<file path="src/rtl/axi_arb_pkg.sv">
// axi_arb_pkg: shared state encodings and constants for the two-master AXI arbiter
package axi_arb_pkg;
    typedef enum logic [1:0] {R_IDLE, R_ADDR, R_DATA} rd_state_e;
    typedef enum logic [1:0] {W_IDLE, W_ADDR, W_DATA, W_RESP} wr_state_e;
    localparam logic MST0 = 1'b0;
    localparam logic MST1 = 1'b1;
    localparam logic [1:0] RESP_OKAY = 2'b00;
endpackage

</file>
<file path="src/rtl/axi_slave_arbiter_rr2.sv">
// arb_rr2: two-request round-robin arbiter with a registered grant
// Ports: clk/rst; req[1:0] requests (bit n = master n); load captures the
// winner into gnt; done marks end of the granted burst and advances the pointer.
module arb_rr2
    import axi_arb_pkg::*;
(
    input  logic       clk,
    input  logic       rst,
    input  logic [1:0] req,
    input  logic       load,
    input  logic       done,
    output logic       gnt
);
    logic ptr;
    logic win;
    // a lone requester wins outright; the pointer only breaks ties
    assign win = (req == 2'b01) ? MST0 : (req == 2'b10) ? MST1 : ptr;
    always_ff @(posedge clk) begin
        if (rst) begin
            ptr <= MST0;
            gnt <= MST0;
        end else begin
            if (load) gnt <= win;
            if (done) ptr <= ~gnt;
        end
    end
endmodule

</file>
<file path="src/rtl/axi_slave_arbiter.sv">
// axi_slave_arbiter: shares one AXI slave between two DMA masters, read and write arbitrated independently
// Ports: clk/rst; M0_AXI_*/M1_AXI_* slave-side AR/R/AW/W/B channels per master;
// S_AXI_* master-side channels toward the shared slave. Pure router, no data buffering.
module axi_slave_arbiter
    import axi_arb_pkg::*;
#(
    parameter int ADDR_WD = 32,
    parameter int DATA_WD = 32,
    localparam int STRB_WD = DATA_WD / 8
) (
    input  logic               clk,
    input  logic               rst,
    input  logic               M0_AXI_ARVALID,
    input  logic [ADDR_WD-1:0] M0_AXI_ARADDR,
    input  logic [ADDR_WD-1:0] M0_AXI_ARLEN,
    input  logic [2:0]         M0_AXI_ARSIZE,
    input  logic [1:0]         M0_AXI_ARBURST,
    output logic               M0_AXI_ARREADY,
    output logic               M0_AXI_RVALID,
    output logic [DATA_WD-1:0] M0_AXI_RDATA,
    output logic [1:0]         M0_AXI_RRESP,
    output logic               M0_AXI_RLAST,
    input  logic               M0_AXI_RREADY,
    input  logic               M0_AXI_AWVALID,
    input  logic [ADDR_WD-1:0] M0_AXI_AWADDR,
    input  logic [ADDR_WD-1:0] M0_AXI_AWLEN,
    input  logic [2:0]         M0_AXI_AWSIZE,
    input  logic [1:0]         M0_AXI_AWBURST,
    output logic               M0_AXI_AWREADY,
    input  logic               M0_AXI_WVALID,
    input  logic [DATA_WD-1:0] M0_AXI_WDATA,
    input  logic [STRB_WD-1:0] M0_AXI_WSTRB,
    input  logic               M0_AXI_WLAST,
    output logic               M0_AXI_WREADY,
    output logic               M0_AXI_BVALID,
    output logic [1:0]         M0_AXI_BRESP,
    input  logic               M0_AXI_BREADY,
    input  logic               M1_AXI_ARVALID,
    input  logic [ADDR_WD-1:0] M1_AXI_ARADDR,
    input  logic [ADDR_WD-1:0] M1_AXI_ARLEN,
    input  logic [2:0]         M1_AXI_ARSIZE,
    input  logic [1:0]         M1_AXI_ARBURST,
    output logic               M1_AXI_ARREADY,
    output logic               M1_AXI_RVALID,
    output logic [DATA_WD-1:0] M1_AXI_RDATA,
    output logic [1:0]         M1_AXI_RRESP,
    output logic               M1_AXI_RLAST,
    input  logic               M1_AXI_RREADY,
    input  logic               M1_AXI_AWVALID,
    input  logic [ADDR_WD-1:0] M1_AXI_AWADDR,
    input  logic [ADDR_WD-1:0] M1_AXI_AWLEN,
    input  logic [2:0]         M1_AXI_AWSIZE,
    input  logic [1:0]         M1_AXI_AWBURST,
    output logic               M1_AXI_AWREADY,
    input  logic               M1_AXI_WVALID,
    input  logic [DATA_WD-1:0] M1_AXI_WDATA,
    input  logic [STRB_WD-1:0] M1_AXI_WSTRB,
    input  logic               M1_AXI_WLAST,
    output logic               M1_AXI_WREADY,
    output logic               M1_AXI_BVALID,
    output logic [1:0]         M1_AXI_BRESP,
    input  logic               M1_AXI_BREADY,
    output logic               S_AXI_ARVALID,
    output logic [ADDR_WD-1:0] S_AXI_ARADDR,
    output logic [ADDR_WD-1:0] S_AXI_ARLEN,
    output logic [2:0]         S_AXI_ARSIZE,
    output logic [1:0]         S_AXI_ARBURST,
    input  logic               S_AXI_ARREADY,
    input  logic               S_AXI_RVALID,
    input  logic [DATA_WD-1:0] S_AXI_RDATA,
    input  logic [1:0]         S_AXI_RRESP,
    input  logic               S_AXI_RLAST,
    output logic               S_AXI_RREADY,
    output logic               S_AXI_AWVALID,
    output logic [ADDR_WD-1:0] S_AXI_AWADDR,
    output logic [ADDR_WD-1:0] S_AXI_AWLEN,
    output logic [2:0]         S_AXI_AWSIZE,
    output logic [1:0]         S_AXI_AWBURST,
    input  logic               S_AXI_AWREADY,
    output logic               S_AXI_WVALID,
    output logic [DATA_WD-1:0] S_AXI_WDATA,
    output logic [STRB_WD-1:0] S_AXI_WSTRB,
    output logic               S_AXI_WLAST,
    input  logic               S_AXI_WREADY,
    input  logic               S_AXI_BVALID,
    input  logic [1:0]         S_AXI_BRESP,
    output logic               S_AXI_BREADY
);
    rd_state_e rs, rs_n;
    wr_state_e ws, ws_n;
    logic rg, wg;
    logic ra, rd, wa, wd, wb;
    logic r_end, w_end, b_end;
    assign ra = rs == R_ADDR;
    assign rd = rs == R_DATA;
    assign wa = ws == W_ADDR;
    assign wd = ws == W_DATA;
    assign wb = ws == W_RESP;
    // the forwarded ready/valid are already gated to their state, so these only fire in it
    assign r_end = S_AXI_RVALID & S_AXI_RREADY & S_AXI_RLAST;
    assign w_end = S_AXI_WVALID & S_AXI_WREADY & S_AXI_WLAST;
    assign b_end = S_AXI_BVALID & S_AXI_BREADY;
    arb_rr2 u_rd_arb (
        .clk  (clk),
        .rst  (rst),
        .req  ({M1_AXI_ARVALID, M0_AXI_ARVALID}),
        .load (rs == R_IDLE),
        .done (r_end),
        .gnt  (rg)
    );
    arb_rr2 u_wr_arb (
        .clk  (clk),
        .rst  (rst),
        .req  ({M1_AXI_AWVALID, M0_AXI_AWVALID}),
        .load (ws == W_IDLE),
        .done (b_end),
        .gnt  (wg)
    );
    always_ff @(posedge clk) begin
        if (rst) begin
            rs <= R_IDLE;
            ws <= W_IDLE;
        end else begin
            rs <= rs_n;
            ws <= ws_n;
        end
    end
    always_comb begin
        rs_n = (rs == R_IDLE && (M0_AXI_ARVALID || M1_AXI_ARVALID)) ? R_ADDR :
               (ra && S_AXI_ARVALID && S_AXI_ARREADY) ? R_DATA :
               r_end ? R_IDLE : rs;
        ws_n = (ws == W_IDLE && (M0_AXI_AWVALID || M1_AXI_AWVALID)) ? W_ADDR :
               (wa && S_AXI_AWVALID && S_AXI_AWREADY) ? W_DATA :
               w_end ? W_RESP :
               b_end ? W_IDLE : ws;
    end
    assign S_AXI_ARVALID  = ra & (rg ? M1_AXI_ARVALID : M0_AXI_ARVALID);
    assign S_AXI_ARADDR   = ra ? (rg ? M1_AXI_ARADDR : M0_AXI_ARADDR) : '0;
    assign S_AXI_ARLEN    = ra ? (rg ? M1_AXI_ARLEN : M0_AXI_ARLEN) : '0;
    assign S_AXI_ARSIZE   = ra ? (rg ? M1_AXI_ARSIZE : M0_AXI_ARSIZE) : '0;
    assign S_AXI_ARBURST  = ra ? (rg ? M1_AXI_ARBURST : M0_AXI_ARBURST) : '0;
    assign M0_AXI_ARREADY = ra & ~rg & S_AXI_ARREADY;
    assign M1_AXI_ARREADY = ra & rg & S_AXI_ARREADY;
    assign S_AXI_RREADY   = rd & (rg ? M1_AXI_RREADY : M0_AXI_RREADY);
    assign M0_AXI_RVALID  = rd & ~rg & S_AXI_RVALID;
    assign M1_AXI_RVALID  = rd & rg & S_AXI_RVALID;
    assign M0_AXI_RLAST   = rd & ~rg & S_AXI_RLAST;
    assign M1_AXI_RLAST   = rd & rg & S_AXI_RLAST;
    assign M0_AXI_RDATA   = rd ? S_AXI_RDATA : '0;
    assign M1_AXI_RDATA   = rd ? S_AXI_RDATA : '0;
    assign M0_AXI_RRESP   = rd ? S_AXI_RRESP : RESP_OKAY;
    assign M1_AXI_RRESP   = rd ? S_AXI_RRESP : RESP_OKAY;
    assign S_AXI_AWVALID  = wa & (wg ? M1_AXI_AWVALID : M0_AXI_AWVALID);
    assign S_AXI_AWADDR   = wa ? (wg ? M1_AXI_AWADDR : M0_AXI_AWADDR) : '0;
    assign S_AXI_AWLEN    = wa ? (wg ? M1_AXI_AWLEN : M0_AXI_AWLEN) : '0;
    assign S_AXI_AWSIZE   = wa ? (wg ? M1_AXI_AWSIZE : M0_AXI_AWSIZE) : '0;
    assign S_AXI_AWBURST  = wa ? (wg ? M1_AXI_AWBURST : M0_AXI_AWBURST) : '0;
    assign M0_AXI_AWREADY = wa & ~wg & S_AXI_AWREADY;
    assign M1_AXI_AWREADY = wa & wg & S_AXI_AWREADY;
    assign S_AXI_WVALID   = wd & (wg ? M1_AXI_WVALID : M0_AXI_WVALID);
    assign S_AXI_WDATA    = wd ? (wg ? M1_AXI_WDATA : M0_AXI_WDATA) : '0;
    assign S_AXI_WSTRB    = wd ? (wg ? M1_AXI_WSTRB : M0_AXI_WSTRB) : '0;
    assign S_AXI_WLAST    = wd & (wg ? M1_AXI_WLAST : M0_AXI_WLAST);
    assign M0_AXI_WREADY  = wd & ~wg & S_AXI_WREADY;
    assign M1_AXI_WREADY  = wd & wg & S_AXI_WREADY;
    assign S_AXI_BREADY   = wb & (wg ? M1_AXI_BREADY : M0_AXI_BREADY);
    assign M0_AXI_BVALID  = wb & ~wg & S_AXI_BVALID;
    assign M1_AXI_BVALID  = wb & wg & S_AXI_BVALID;
    assign M0_AXI_BRESP   = wb ? S_AXI_BRESP : RESP_OKAY;
    assign M1_AXI_BRESP   = wb ? S_AXI_BRESP : RESP_OKAY;
endmodule

</file>
<file path="config.mk">
export PLATFORM = sky130hd
export DESIGN_NAME = axi_slave_arbiter
export DESIGN_NICKNAME = d
export VERILOG_FILES = /design/src/rtl/axi_arb_pkg.sv /design/src/rtl/axi_slave_arbiter_rr2.sv /design/src/rtl/axi_slave_arbiter.sv
export SDC_FILE = /design/constraint.sdc
export NUM_CORES = 1
export LEC_CHECK = 0
export ABC_AREA = 1
export BUFFER_PORTS_ARGS = -buffer_cell sky130_fd_sc_hd__buf_2
export CAP_MARGIN = 30
export CORE_AREA = 2 2 257 259
export CTS_CLUSTER_SIZE = 14
export DETAILED_ROUTE_END_ITERATION = 10
export DIE_AREA = 0 0 259 261
export HOLD_SLACK_MARGIN = 0.06
export PLACE_DENSITY = 0.32
export REMOVE_ABC_BUFFERS = 1
export SYNTH_ARGS = -nofsm -noshare
export SYNTH_HDL_FRONTEND = slang
export SYNTH_SLANG_ARGS = --single-unit
</file>
<file path="constraint.sdc">
create_clock -name clk -period 1.5 [get_ports clk]
set_input_delay 0.15 -clock clk [delete_from_list [all_inputs] [get_ports clk]]
set_output_delay 0.15 -clock clk [all_outputs]
set_load 0.05 [all_outputs]
</file>
==> flow_summary.yaml <==
sta:
  period_share_pct: 116.7
  tns_ns: -39.90
  setup_ws_ns: -0.2504
  setup_viol: 264
  fin_crit_ns: 1.750
  fmaxAchievable_mhz: 571.3
  skew_ns: 0.002639
  slew_viol_final: 0
  rsz0062_at_grt: "yes"
  worst_pin_slew_ns: 0.2409
  final-hold-violation-count: 0
  whs_ns: 0.1836
  slew_headroom_pct: 83.77
cts:
  clk_path_buf_depth: 2
  clkSinkCount: 8
  cts-hold-fix-buffers: 0
  clockRootBuffer: "clkbuf_16"
  numCtsBuffers: 3
  clock_latency_ns: 0.25
  htreeDepth: 1
  cts.clk_slew.worst_paths_ns: 0.05
  cts_tree: "yes"
pwr:
  power_density_nw_per_um2: 537.1
  ir_drop_mv: 0.2902
  power_mw: 6.835
  p_leak_nw: 6.317
drt:
  first_iter_violations: 353
  drt_first_pass_iters: 5
  wirelength_mm: 36.59
  drc: 0
  routed-via-count: 8364
  via_per_inst: 3.525
  wire_per_inst_um: 15.42
  ant_nets: 0
placed_design:
  dp_hpwl_mm: 26.70
  gp_congestion: 0.8917
  io_buffers: 667
  dp_cells: 2327
  placed_area_um2: 8866
floorplan:
  io_pins: 668
  die_x_um: 259
  coreArea_um2: 65040
  die_area_um2: 67600
  fp.dieH_um: 261
  start_util_pct: 6.158
  rows: 94
global_routing:
  grt_pass1_vias: 8074
  grt_overflow: 0
  grt_max_degree: 38
  grtUsageTotal_pct: 9.101
  grt_pass1_wl_mm: 47.20
  antenna_found_initial: 2
logic_synthesis:
  ys.flop_type: "dfxtp_1"
  avgSynthCellArea_um2: 4.890
  synth_edf_count: 0
  netlist_instances: 819
  synth-seq-area-share_pct: 3.999
  syn-cell-area_um2: 4005
  synthArstFlopShare_pct: 0
  ys_ff_latch: 8
  synth_warnings: 0
  yosysUniqueCellTypes: 20
layout:
  fin_cells: 2373
  n_antenna_cell: 0
  fin_nets: 1914
  layout-drive-gt1-share_pct: 66.27
  final_area_um2: 12730
  seqCellArea_um2: 177.7
  fill_cells: 7287
  area_growth_pct: 217.7
  multi_input_area_um2: 3966
run_status:
  failed_checks: "negative setup slack"
  outcome: "finished with violations"
critical_path:
  crit_fanout: 9
  cp.required_ns: 1.35
  critPathLaunchType: "register"
  crit_type: "register to output pin"
  arrival_ns: 1.60
  cp-end-kind: "output pin"
hold_path:
  hold_path.class: "input pin to register"
flow_run:
  maxCapViolations: 0
[final cells by class]
class | instances | area share [%]
clock buffer | 4 | 0.6194
tap | 864 | 8.495
sequential | 8 | 1.396
timing repair buffer | 800 | 56.26
timing repair inverter | 1 | 0.04916
inverter | 61 | 2.016
multi-input combinational | 635 | 31.17
[metrics by stage]
step,utilization [%],worst slack [ns]
3_5_place_dp,13.63,-0.3222
4_1_cts,17.01,-0.3251
6_report,19.57,-0.2504
3_3_place_gp,13.63,-0.3126
2_1_floorplan,-,-3.415
5_1_grt,19.57,-0.3160
[sequential cells by signal, indices dropped and copies added, names as in the netlist]
signal and cells:
rs 2, u_rd_arb.gnt 1, u_rd_arb.ptr 1, u_wr_arb.gnt 1
u_wr_arb.ptr 1, ws 2
[layer usage]
layer	up-vias	track usage (%)	routed length (um)
met2	439	18.14	20380
li1	4037	-	-
met5	-	0	27
met3	35	2.071	2730
met1	3849	9.454	12760
met4	4	2.360	699
[where the power goes]
| group | internal (mW) | switching, mW |
|---|---|---|
| Combinational | 2.44 | 3.62 |
| Sequential | 0.229 | 0.0270 |
| Clock | 0.360 | 0.157 |
| Total | 3.03 | 3.80 |
[repair_timing]
| item | CTS | global route |
|---|---|---|
| gates resized for setup | 523 | 374 |
| setup buffers | 16 | 11 |
| gates cloned | 10 | 10 |
| endpoints found under the setup margin | 266 | 269 |
| hold endpoints to repair | 0 | 0 |
| pin swaps | 12 | 42 |
[layout by cell type, fill, tap and decap left out, types with 9 or more instances in the layout]
cell type	instances
a21oi_2	18
a21oi_1	18
buf_4	57
o21ai_0	9
buf_12	36
a21oi_4	11
nand3_4	17
buf_2	410
buf_16	11
buf_6	194
inv_1	53
nand2_2	37
nand2_4	11
nor2_4	34
buf_8	83
nand3_2	38
clkbuf_16	12
nand2_1	187
nand3_1	227
[worst max-delay path, cell delays in order (launching register included)]
cell and delay [ns]:
dfxtp_4 0.37, inv_1 0.07, nor2_4 0.15, inv_4 0.09, buf_12 0.15, buf_4 0.14, nor2_4 0.11, buf_6 0.14
buf_12 0.13
[cell usage after synthesis (4+ instances only)]
cell type | count | area (um^2)
buf_1 | 4 | 15.01
a21oi_2 | 10 | 87.58
buf_4 | 49 | 367.9
nor2_1 | 35 | 131.4
buf_2 | 48 | 240.2
nor2_2 | 11 | 68.82
nor3_1 | 8 | 40.04
dfxtp_1 | 8 | 160.2
o21ai_0 | 9 | 45.04
buf_6 | 4 | 45.04
nand3_1 | 282 | 1411
nand2_1 | 236 | 885.9
clkbuf_1 | 10 | 37.54
inv_2 | 5 | 18.77
a21oi_1 | 37 | 185.2
inv_1 | 56 | 210.2
[worst paths after layout]
kind	start	end	slack, ns	depth (start not counted)
hold reg to reg	u_wr_arb.ptr	u_wr_arb.ptr	0.45	2
hold / removal	rst	rs[0]	0.18	2
setup / recovery	rs[1]	M1_AXI_RRESP[0]	-0.25	8
setup reg to reg	u_wr_arb.gnt	ws[1]	-0.05	10
[cell families (layout without fill, tap and decap cells)]
kind of cell,count (synthesis),in the layout,synth area share (%)
AO/OA/AOI/OAI,59,59,8.435
buffers and inverters,176,866,23.34
flip-flops,8,8,3.999
AND/OR/NAND/NOR,576,576,64.23
No activity file was read; power rests on OpenSTA's default activity.
